--- src/rtl/cfu_pim_mac_pkg.sv ---
// Shared opcode and FSM encodings plus default sizing for the PIM multiply-accumulate CFU.
package cfu_pim_pkg;

  localparam int DWIDTH_DEF = 32;
  localparam int PWIDTH_DEF = 32;
  localparam int AWIDTH_DEF = 4;
  localparam int ABITS_DEF  = 8;

  typedef enum logic [2:0] {
    OP_WRITE  = 3'd0,
    OP_READ   = 3'd1,
    OP_LDACT  = 3'd2,
    OP_MAC    = 3'd3,
    OP_CLRACT = 3'd4
  } opcode_e;

  typedef enum logic [1:0] {
    S_IDLE,
    S_COMPUTE,
    S_RESP
  } state_e;

endpackage

--- src/rtl/cfu_pim_mac_if.sv ---
// CFU command/response bus; the master drives commands, the slave returns responses.
interface cfu_pim_mac_if
  import cfu_pim_pkg::*;
#(
  parameter int DWIDTH = DWIDTH_DEF
) ();

  logic              cmd_valid;
  logic              cmd_ready;
  logic [9:0]        cmd_payload_function_id;
  logic [31:0]       cmd_payload_inputs_0;
  logic [31:0]       cmd_payload_inputs_1;
  logic              rsp_valid;
  logic              rsp_ready;
  logic [DWIDTH-1:0] rsp_payload_outputs_0;
  logic              rsp_payload_response_ok;

  modport master (
    output cmd_valid, cmd_payload_function_id, cmd_payload_inputs_0,
           cmd_payload_inputs_1, rsp_ready,
    input  cmd_ready, rsp_valid, rsp_payload_outputs_0, rsp_payload_response_ok
  );

  modport slave (
    input  cmd_valid, cmd_payload_function_id, cmd_payload_inputs_0,
           cmd_payload_inputs_1, rsp_ready,
    output cmd_ready, rsp_valid, rsp_payload_outputs_0, rsp_payload_response_ok
  );

endinterface

--- src/rtl/cfu_pim_mac_col_adder.sv ---
// Column popcounts of the word-line-selected rows, weighted by column position into one partial sum.
module pim_col_adder #(
  parameter int PWIDTH = 32,
  parameter int DEPTH  = 16,
  parameter int DWIDTH = 32
) (
  input  logic [DEPTH-1:0]  rwl,
  input  logic [PWIDTH-1:0] mem [DEPTH],
  output logic [DWIDTH-1:0] p
);

  localparam int CW = $clog2(DEPTH) + 1;

  logic [CW-1:0] adc [PWIDTH];

  always_comb begin
    p = '0;
    for (int unsigned i = 0; i < PWIDTH; i++) begin
      adc[i] = '0;
      for (int unsigned j = 0; j < DEPTH; j++) begin
        adc[i] = adc[i] + CW'(rwl[j] & mem[j][i]);
      end
      p = p + (DWIDTH'(adc[i]) << i);
    end
  end

endmodule

--- src/rtl/cfu_pim_mac.sv ---
// Processing-in-memory MAC CFU: row memory plus per-row activations, dot product computed bit-serially over activation bits.
module cfu_pim_mac
  import cfu_pim_pkg::*;
#(
  parameter int DWIDTH = DWIDTH_DEF,
  parameter int PWIDTH = PWIDTH_DEF,
  parameter int AWIDTH = AWIDTH_DEF,
  parameter int ABITS  = ABITS_DEF
) (
  input  logic         clk,
  input  logic         reset,
  cfu_pim_mac_if.slave bus
);

  localparam int DEPTH = 2 ** AWIDTH;
  localparam int KW    = (ABITS > 1) ? $clog2(ABITS) : 1;

  state_e state, state_nxt;

  logic [2:0]        op;
  logic [AWIDTH-1:0] row;
  logic              cmd_fire;
  logic              last_step;

  // mem is deliberately outside the reset domain so its contents survive reset
  logic [PWIDTH-1:0] mem [DEPTH] = '{default: '0};
  logic [ABITS-1:0]  act [DEPTH];

  logic [DEPTH-1:0]  rwl;
  logic [DWIDTH-1:0] p;
  logic [DWIDTH-1:0] acc;
  logic [DWIDTH-1:0] acc_nxt;
  logic [DWIDTH-1:0] out_q;
  logic              ok_q;
  logic [KW-1:0]     k;

  logic unused_bits;
  assign unused_bits = ^{bus.cmd_payload_function_id[9:3], bus.cmd_payload_inputs_1[31:AWIDTH]};

  assign op        = bus.cmd_payload_function_id[2:0];
  assign row       = bus.cmd_payload_inputs_1[AWIDTH-1:0];
  assign cmd_fire  = bus.cmd_valid && bus.cmd_ready;
  assign last_step = (k == KW'(ABITS - 1));
  assign acc_nxt   = acc + (p << k);

  assign bus.cmd_ready               = reset && (state == S_IDLE);
  assign bus.rsp_valid               = (state == S_RESP);
  assign bus.rsp_payload_outputs_0   = out_q;
  assign bus.rsp_payload_response_ok = ok_q;

  always_comb begin
    rwl = '0;
    for (int unsigned j = 0; j < DEPTH; j++) begin
      rwl[j] = act[j][k];
    end
  end

  pim_col_adder #(
    .PWIDTH(PWIDTH),
    .DEPTH (DEPTH),
    .DWIDTH(DWIDTH)
  ) u_col_adder (
    .rwl(rwl),
    .mem(mem),
    .p  (p)
  );

  always_ff @(posedge clk or negedge reset) begin
    if (!reset) state <= S_IDLE;
    else        state <= state_nxt;
  end

  always_comb begin
    state_nxt = state;
    case (state)
      S_IDLE:    if (cmd_fire) state_nxt = (op == OP_MAC) ? S_COMPUTE : S_RESP;
      S_COMPUTE: if (last_step) state_nxt = S_RESP;
      S_RESP:    if (bus.rsp_ready) state_nxt = S_IDLE;
      default:   state_nxt = S_IDLE;
    endcase
  end

  always_ff @(posedge clk) begin
    if (cmd_fire && op == OP_WRITE) mem[row] <= bus.cmd_payload_inputs_0[PWIDTH-1:0];
  end

  always_ff @(posedge clk or negedge reset) begin
    if (!reset) begin
      acc   <= '0;
      k     <= '0;
      out_q <= '0;
      ok_q  <= 1'b1;
      for (int unsigned j = 0; j < DEPTH; j++) act[j] <= '0;
    end else begin
      if (cmd_fire) begin
        ok_q  <= 1'b1;
        out_q <= '0;
        case (op)
          OP_WRITE:  out_q <= DWIDTH'(bus.cmd_payload_inputs_0[PWIDTH-1:0]);
          OP_READ:   out_q <= DWIDTH'(mem[row]);
          OP_LDACT:  act[row] <= bus.cmd_payload_inputs_0[ABITS-1:0];
          OP_MAC: begin
            acc <= '0;
            k   <= '0;
          end
          OP_CLRACT: for (int unsigned j = 0; j < DEPTH; j++) act[j] <= '0;
          default:   ok_q <= 1'b0;
        endcase
      end else if (state == S_COMPUTE) begin
        // final step bypasses acc so the full sum lands in out_q on the same edge
        acc <= acc_nxt;
        k   <= k + 1'b1;
        if (last_step) out_q <= acc_nxt;
      end
    end
  end

endmodule

--- src/flat_wrapper.sv ---
// flat-port wrapper written by rule: the top's interface ports become plain ports
module cfu_pim_mac_flat import cfu_pim_pkg::*;
#(
  parameter int DWIDTH = DWIDTH_DEF,
  parameter int PWIDTH = PWIDTH_DEF,
  parameter int AWIDTH = AWIDTH_DEF,
  parameter int ABITS  = ABITS_DEF
)
  (clk, reset, bus_cmd_valid, bus_cmd_payload_function_id, bus_cmd_payload_inputs_0, bus_cmd_payload_inputs_1, bus_rsp_ready, bus_cmd_ready, bus_rsp_valid, bus_rsp_payload_outputs_0, bus_rsp_payload_response_ok);
  cfu_pim_mac_if #(.DWIDTH(DWIDTH)) bus_i ();
  input  logic clk;
  input  logic reset;
  input wire logic [$bits(bus_i.cmd_valid)-1:0] bus_cmd_valid;
  input wire logic [$bits(bus_i.cmd_payload_function_id)-1:0] bus_cmd_payload_function_id;
  input wire logic [$bits(bus_i.cmd_payload_inputs_0)-1:0] bus_cmd_payload_inputs_0;
  input wire logic [$bits(bus_i.cmd_payload_inputs_1)-1:0] bus_cmd_payload_inputs_1;
  input wire logic [$bits(bus_i.rsp_ready)-1:0] bus_rsp_ready;
  output wire logic [$bits(bus_i.cmd_ready)-1:0] bus_cmd_ready;
  output wire logic [$bits(bus_i.rsp_valid)-1:0] bus_rsp_valid;
  output wire logic [$bits(bus_i.rsp_payload_outputs_0)-1:0] bus_rsp_payload_outputs_0;
  output wire logic [$bits(bus_i.rsp_payload_response_ok)-1:0] bus_rsp_payload_response_ok;
  assign bus_i.cmd_valid = bus_cmd_valid;
  assign bus_i.cmd_payload_function_id = bus_cmd_payload_function_id;
  assign bus_i.cmd_payload_inputs_0 = bus_cmd_payload_inputs_0;
  assign bus_i.cmd_payload_inputs_1 = bus_cmd_payload_inputs_1;
  assign bus_i.rsp_ready = bus_rsp_ready;
  assign bus_cmd_ready = bus_i.cmd_ready;
  assign bus_rsp_valid = bus_i.rsp_valid;
  assign bus_rsp_payload_outputs_0 = bus_i.rsp_payload_outputs_0;
  assign bus_rsp_payload_response_ok = bus_i.rsp_payload_response_ok;
  cfu_pim_mac #(.DWIDTH(DWIDTH), .PWIDTH(PWIDTH), .AWIDTH(AWIDTH), .ABITS(ABITS)) u_core (.clk(clk), .reset(reset), .bus(bus_i));
endmodule
--- config.mk ---
export PLATFORM = sky130hd
export DESIGN_NAME = cfu_pim_mac_flat
export DESIGN_NICKNAME = d
export VERILOG_FILES = /design/src/rtl/cfu_pim_mac_pkg.sv /design/src/rtl/cfu_pim_mac_if.sv /design/src/rtl/cfu_pim_mac_col_adder.sv /design/src/rtl/cfu_pim_mac.sv /design/src/flat_wrapper.sv
export SDC_FILE = /design/constraint.sdc
export NUM_CORES = 2
export LEC_CHECK = 0
export BUFFER_PORTS_ARGS = -buffer_cell sky130_fd_sc_hd__clkbuf_2
export CORE_ASPECT_RATIO = 1.75
export CORE_MARGIN = 3
export CORE_UTILIZATION = 35
export DETAILED_ROUTE_END_ITERATION = 6
export GPL_ROUTABILITY_DRIVEN = 1
export SLEW_MARGIN = 10
export SYNTH_ARGS = -nofsm -noshare
export SYNTH_HDL_FRONTEND = slang
export SYNTH_SLANG_ARGS = --single-unit
--- constraint.sdc ---
create_clock -name clk -period 25.5 [get_ports clk]
set_input_delay 2.55 -clock clk [delete_from_list [all_inputs] [get_ports clk]]
set_output_delay 2.55 -clock clk [all_outputs]
set_load 0.02 [all_outputs]
==> summary.md <==
| Metric | Value |
|---|---|
| Max_slew headroom | `23.4%` |
| Initial antenna violation count | `19` |
| Worst Hold Margin | `between 0.4 and 0.5 ns` |
| DP Wirelength | `96.7 mm` |
| Critical path's slowest cell | `dfrtp_4` |
| Worst flop-to-flop path startpoint | `u_core.k[0]$_DFFE_PN0P_` |
| Post-CTS Setup Inserts | `0` |
| Wire length per cell | `about 25 um` |
| Overall routing resource usage | `around a fifth` |
| CP Class | `register to register` |
| Seq/Total Area, Yosys | `~43%` |
| Nets | `4679` |
| Tmin final | `between 10 and 15 ns` |
| Die extent in x | `about 280 um` |
| Dpl cells | `5722` |
| Mapped Nets | `around 4600` |
| Worst-case reg-to-reg path depth | `between 40 and 50` |
| Max Slew Vio Count | `0` |
| CP Capture Type | `register` |
| Number of global-route vias before repair | `approximately 33000` |
| CP dominant cell by count | `fa_1` |
| First-pass GRT wire length | `approximately 220 mm` |
| Fmax | `0.0742 GHz` |
| Total gr overflow | `0` |
| Area growth syn-to-layout | `11.0%` |
| Initial Utilization | `about a third` |
| Hold Buf Count CTS | `0` |
| FFs w/ async S/R, synth | `between 20 and 30%` |
| CTS H-tree depth | `3` |
| Worst EP arrival | `roughly 14 ns` |
| Setup Skew | `0.0326 ns` |
| Crit path depth | `between 40 and 50` |
| I/O Pins | `approximately 110` |
| Largest stage delay, worst path | `around 0.90 ns` |
| Status | `finished clean` |
| DIE HEIGHT | `494 um` |
| Critical Path Start Type | `register` |
| #FFs+latches synth | `slightly above 700` |
| Final std cells w/o fill | `approximately 5900` |
| Reg-to-reg slack, setup | `12.02 ns` |
| Resize count post-CTS | `0` |
| Setup WS post-layout | `between 10 and 15 ns` |
| DRC violations left | `0` |
| R2R Path End | `u_core.bus.rsp_payload_outputs_0[29]$_DFFE_PN0P_` |
| Fin. Hold Viols | `0` |
| DR vias | `approximately 31000` |
| Crit path max-delay family | `adder cells` |
| EDFF count, synth | `a little over 500` |
| # rows | `roughly 180` |
| First-pass detailed-route iteration total | `7` |
| Clk_lat worst skew | `just under 0.7 ns` |
| Setup WS pre-CTS | `around 12 ns` |
| CP Launch Point | `u_core.k[0]$_DFFE_PN0P_` |
| Total CTS buffers | `69` |
| Setup TNS | `0 ns` |
| Post-Syn Area per Cell | `between 10 and 15 um2` |
| Crit path to | `u_core.bus.rsp_payload_outputs_0[29]$_DFFE_PN0P_` |
| Syn Inst Count | `between 3000 and 4000` |
| TritonCTS clock tree | `done` |
| Core ar. | `135000 um2` |
| Count of different cell masters after synthesis | `between 60 and 70` |
| Placer Congestion | `approximately 0.88` |
| Antenna-violating nets left | `0` |
| Most used flip-flop cell after synthesis | `edfxtp_1` |
| Port bufs | `77` |
| Worst slew pin tran | `between 1 and 1.5 ns` |
| Post-DR vias/cell | `~5.4` |
| Layout cells sized above 1 | `roughly an eighth` |
| Root buffer cell | `clkbuf_16` |
| DRT Wirelength | `between 100 and 150 mm` |
| First DRT Iteration DRCs | `roughly 2500` |
| WP data required | `26.06 ns` |
| Largest net degree at the start of global routing | `77` |
| Final setup violating endpoints | `0` |
| Max-cap viol count | `0` |
| Hold Crit Class | `register to register` |
| Worst-path clk slew | `approximately 0.07 ns` |
| Clock buffer depth | `3` |
| RSZ-0062 raised after global routing | `no` |
| # clock sinks | `between 700 and 800` |
| Synth Warn # | `0` |
| Critical-path maximum fanout | `between 40 and 50` |
| Final period util | `52.9%` |
| Post-Syn Area | `around 48000 um2` |
| DIE AREA | `140000 um2` |
| Bufs and invs on worst path | `6` |
routing by layer:
metal | wire (um) | global-route usage (%)
met1 | 52400 | 23.6
met2 | 77300 | 38.5
met3 | 9930 | 3.73
met4 | 9500 | 12.3
met5 | 68 | 0
through the flow:
stage	area [um2]	util (%)
6_report	52800	39.2
4_1_cts	52700	39.1
3_3_place_gp	50300	37.4
2_1_floorplan	47500	-
5_1_grt	52700	39.1
3_5_place_dp	50300	37.4
how the worst min path moves through the flow:
stage	from	cells past startpoint	end	slack [ns]
6_report	u_core.act[53]$_DFFE_PN0P_	2	u_core.act[53]$_DFFE_PN0P_	0.48
5_1_grt	u_core.act[21]$_DFFE_PN0P_	2	u_core.act[21]$_DFFE_PN0P_	0.50
4_1_cts	u_core.act[98]$_DFFE_PN0P_	2	u_core.act[98]$_DFFE_PN0P_	0.48
3_5_place_dp	u_core.act[98]$_DFFE_PN0P_	2	u_core.act[98]$_DFFE_PN0P_	0.47
3_3_place_gp	u_core.act[14]$_DFFE_PN0P_	2	u_core.act[14]$_DFFE_PN0P_	0.46
2_1_floorplan	u_core.act[102]$_DFFE_PN0P_	2	u_core.act[102]$_DFFE_PN0P_	0.44
cells in the final DEF, fill, tap and decap left out, drive strengths merged, types with 24 or more instances in the layout:
cell type    n
nand2      567
inv        538
edfxtp     512
fa         393
ha         215
o21ai      208
dfrtp      197
and2       196
mux4       178
clkbuf     165
a21oi      105
nor2       104
xnor2       95
a21o        74
mux2i       68
buf         61
nor2b       46
xor2        42
a22o        32
a31oi       27
and3        24
layout make-up:
class | count | area, um2
Timing Repair Buffer | 137 | 865
Antenna cell | 11 | 27.5
Multi-Input combinational cell | 2542 | 24900
Clock inverter | 36 | 495
Sequential cell | 710 | 20300
Inverter | 533 | 2000
Tap cell | 1800 | 2250
Fill cell | 12800 | 82000
Clock buffer | 89 | 1890
kinds of logic after synthesis:
kind of cell	synth area share, %
multiplexers	10.2
adder cells (fa/ha/maj)	22.2
buffers and inverters	5.55
AO/OA/AOI/OAI	7.15
flip-flops	42.8
AND/OR/NAND/NOR	9.48
XOR/XNOR	2.67
sequential cells by signal, indices dropped and copies added (netlist names):
| register | cells |
|---|---|
| u_core.act | 128 |
| u_core.bus.rsp_payload_response_ok | 1 |
| u_core.bus.rsp_payload_outputs_0 | 32 |
| u_core.acc | 32 |
| u_core.state | 2 |
| u_core.mem | 512 |
| u_core.k | 3 |
worst register-to-register path, delay by kind of cell (launching register included):
family | cells | cell delay [ns]
AOI/OAI and AO/OA | 16 | 3.92
xor gates and xnor gates | 3 | 0.45
adders and majority gates | 12 | 5.26
buffers and inverters | 6 | 1.54
DFF | 1 | 0.90
muxes | 2 | 0.70
and+or+nand+nor | 5 | 0.60
cells in the mapped netlist, drive strengths merged (11+ instances only):
cell    number  area share [%]
nand3       14            0.15
a21oi      105             1.1
fa         393              17
o21bai      11            0.17
a22oi       14            0.22
nor2       104            0.82
xnor2       95             1.8
a221oi      11            0.31
mux4       178             8.4
and2       196             2.6
a31oi       27            0.36
nor3        14            0.15
buf         35            0.38
a22o        32            0.59
a21o        74             1.2
mux2        13            0.32
ha         215             5.7
mux2i       68             1.4
edfxtp     512              32
dfrtp      197              10
nor2b       46            0.61
nand2      567             4.5
o21ai      208             2.2
inv        532             4.2
and3        24            0.32
clkbuf     122            0.96
xor2        42            0.77
Power is left out: the tool's default activity adds up to more than one toggle a clock period on the data nets, which glitch-free logic cannot reach.
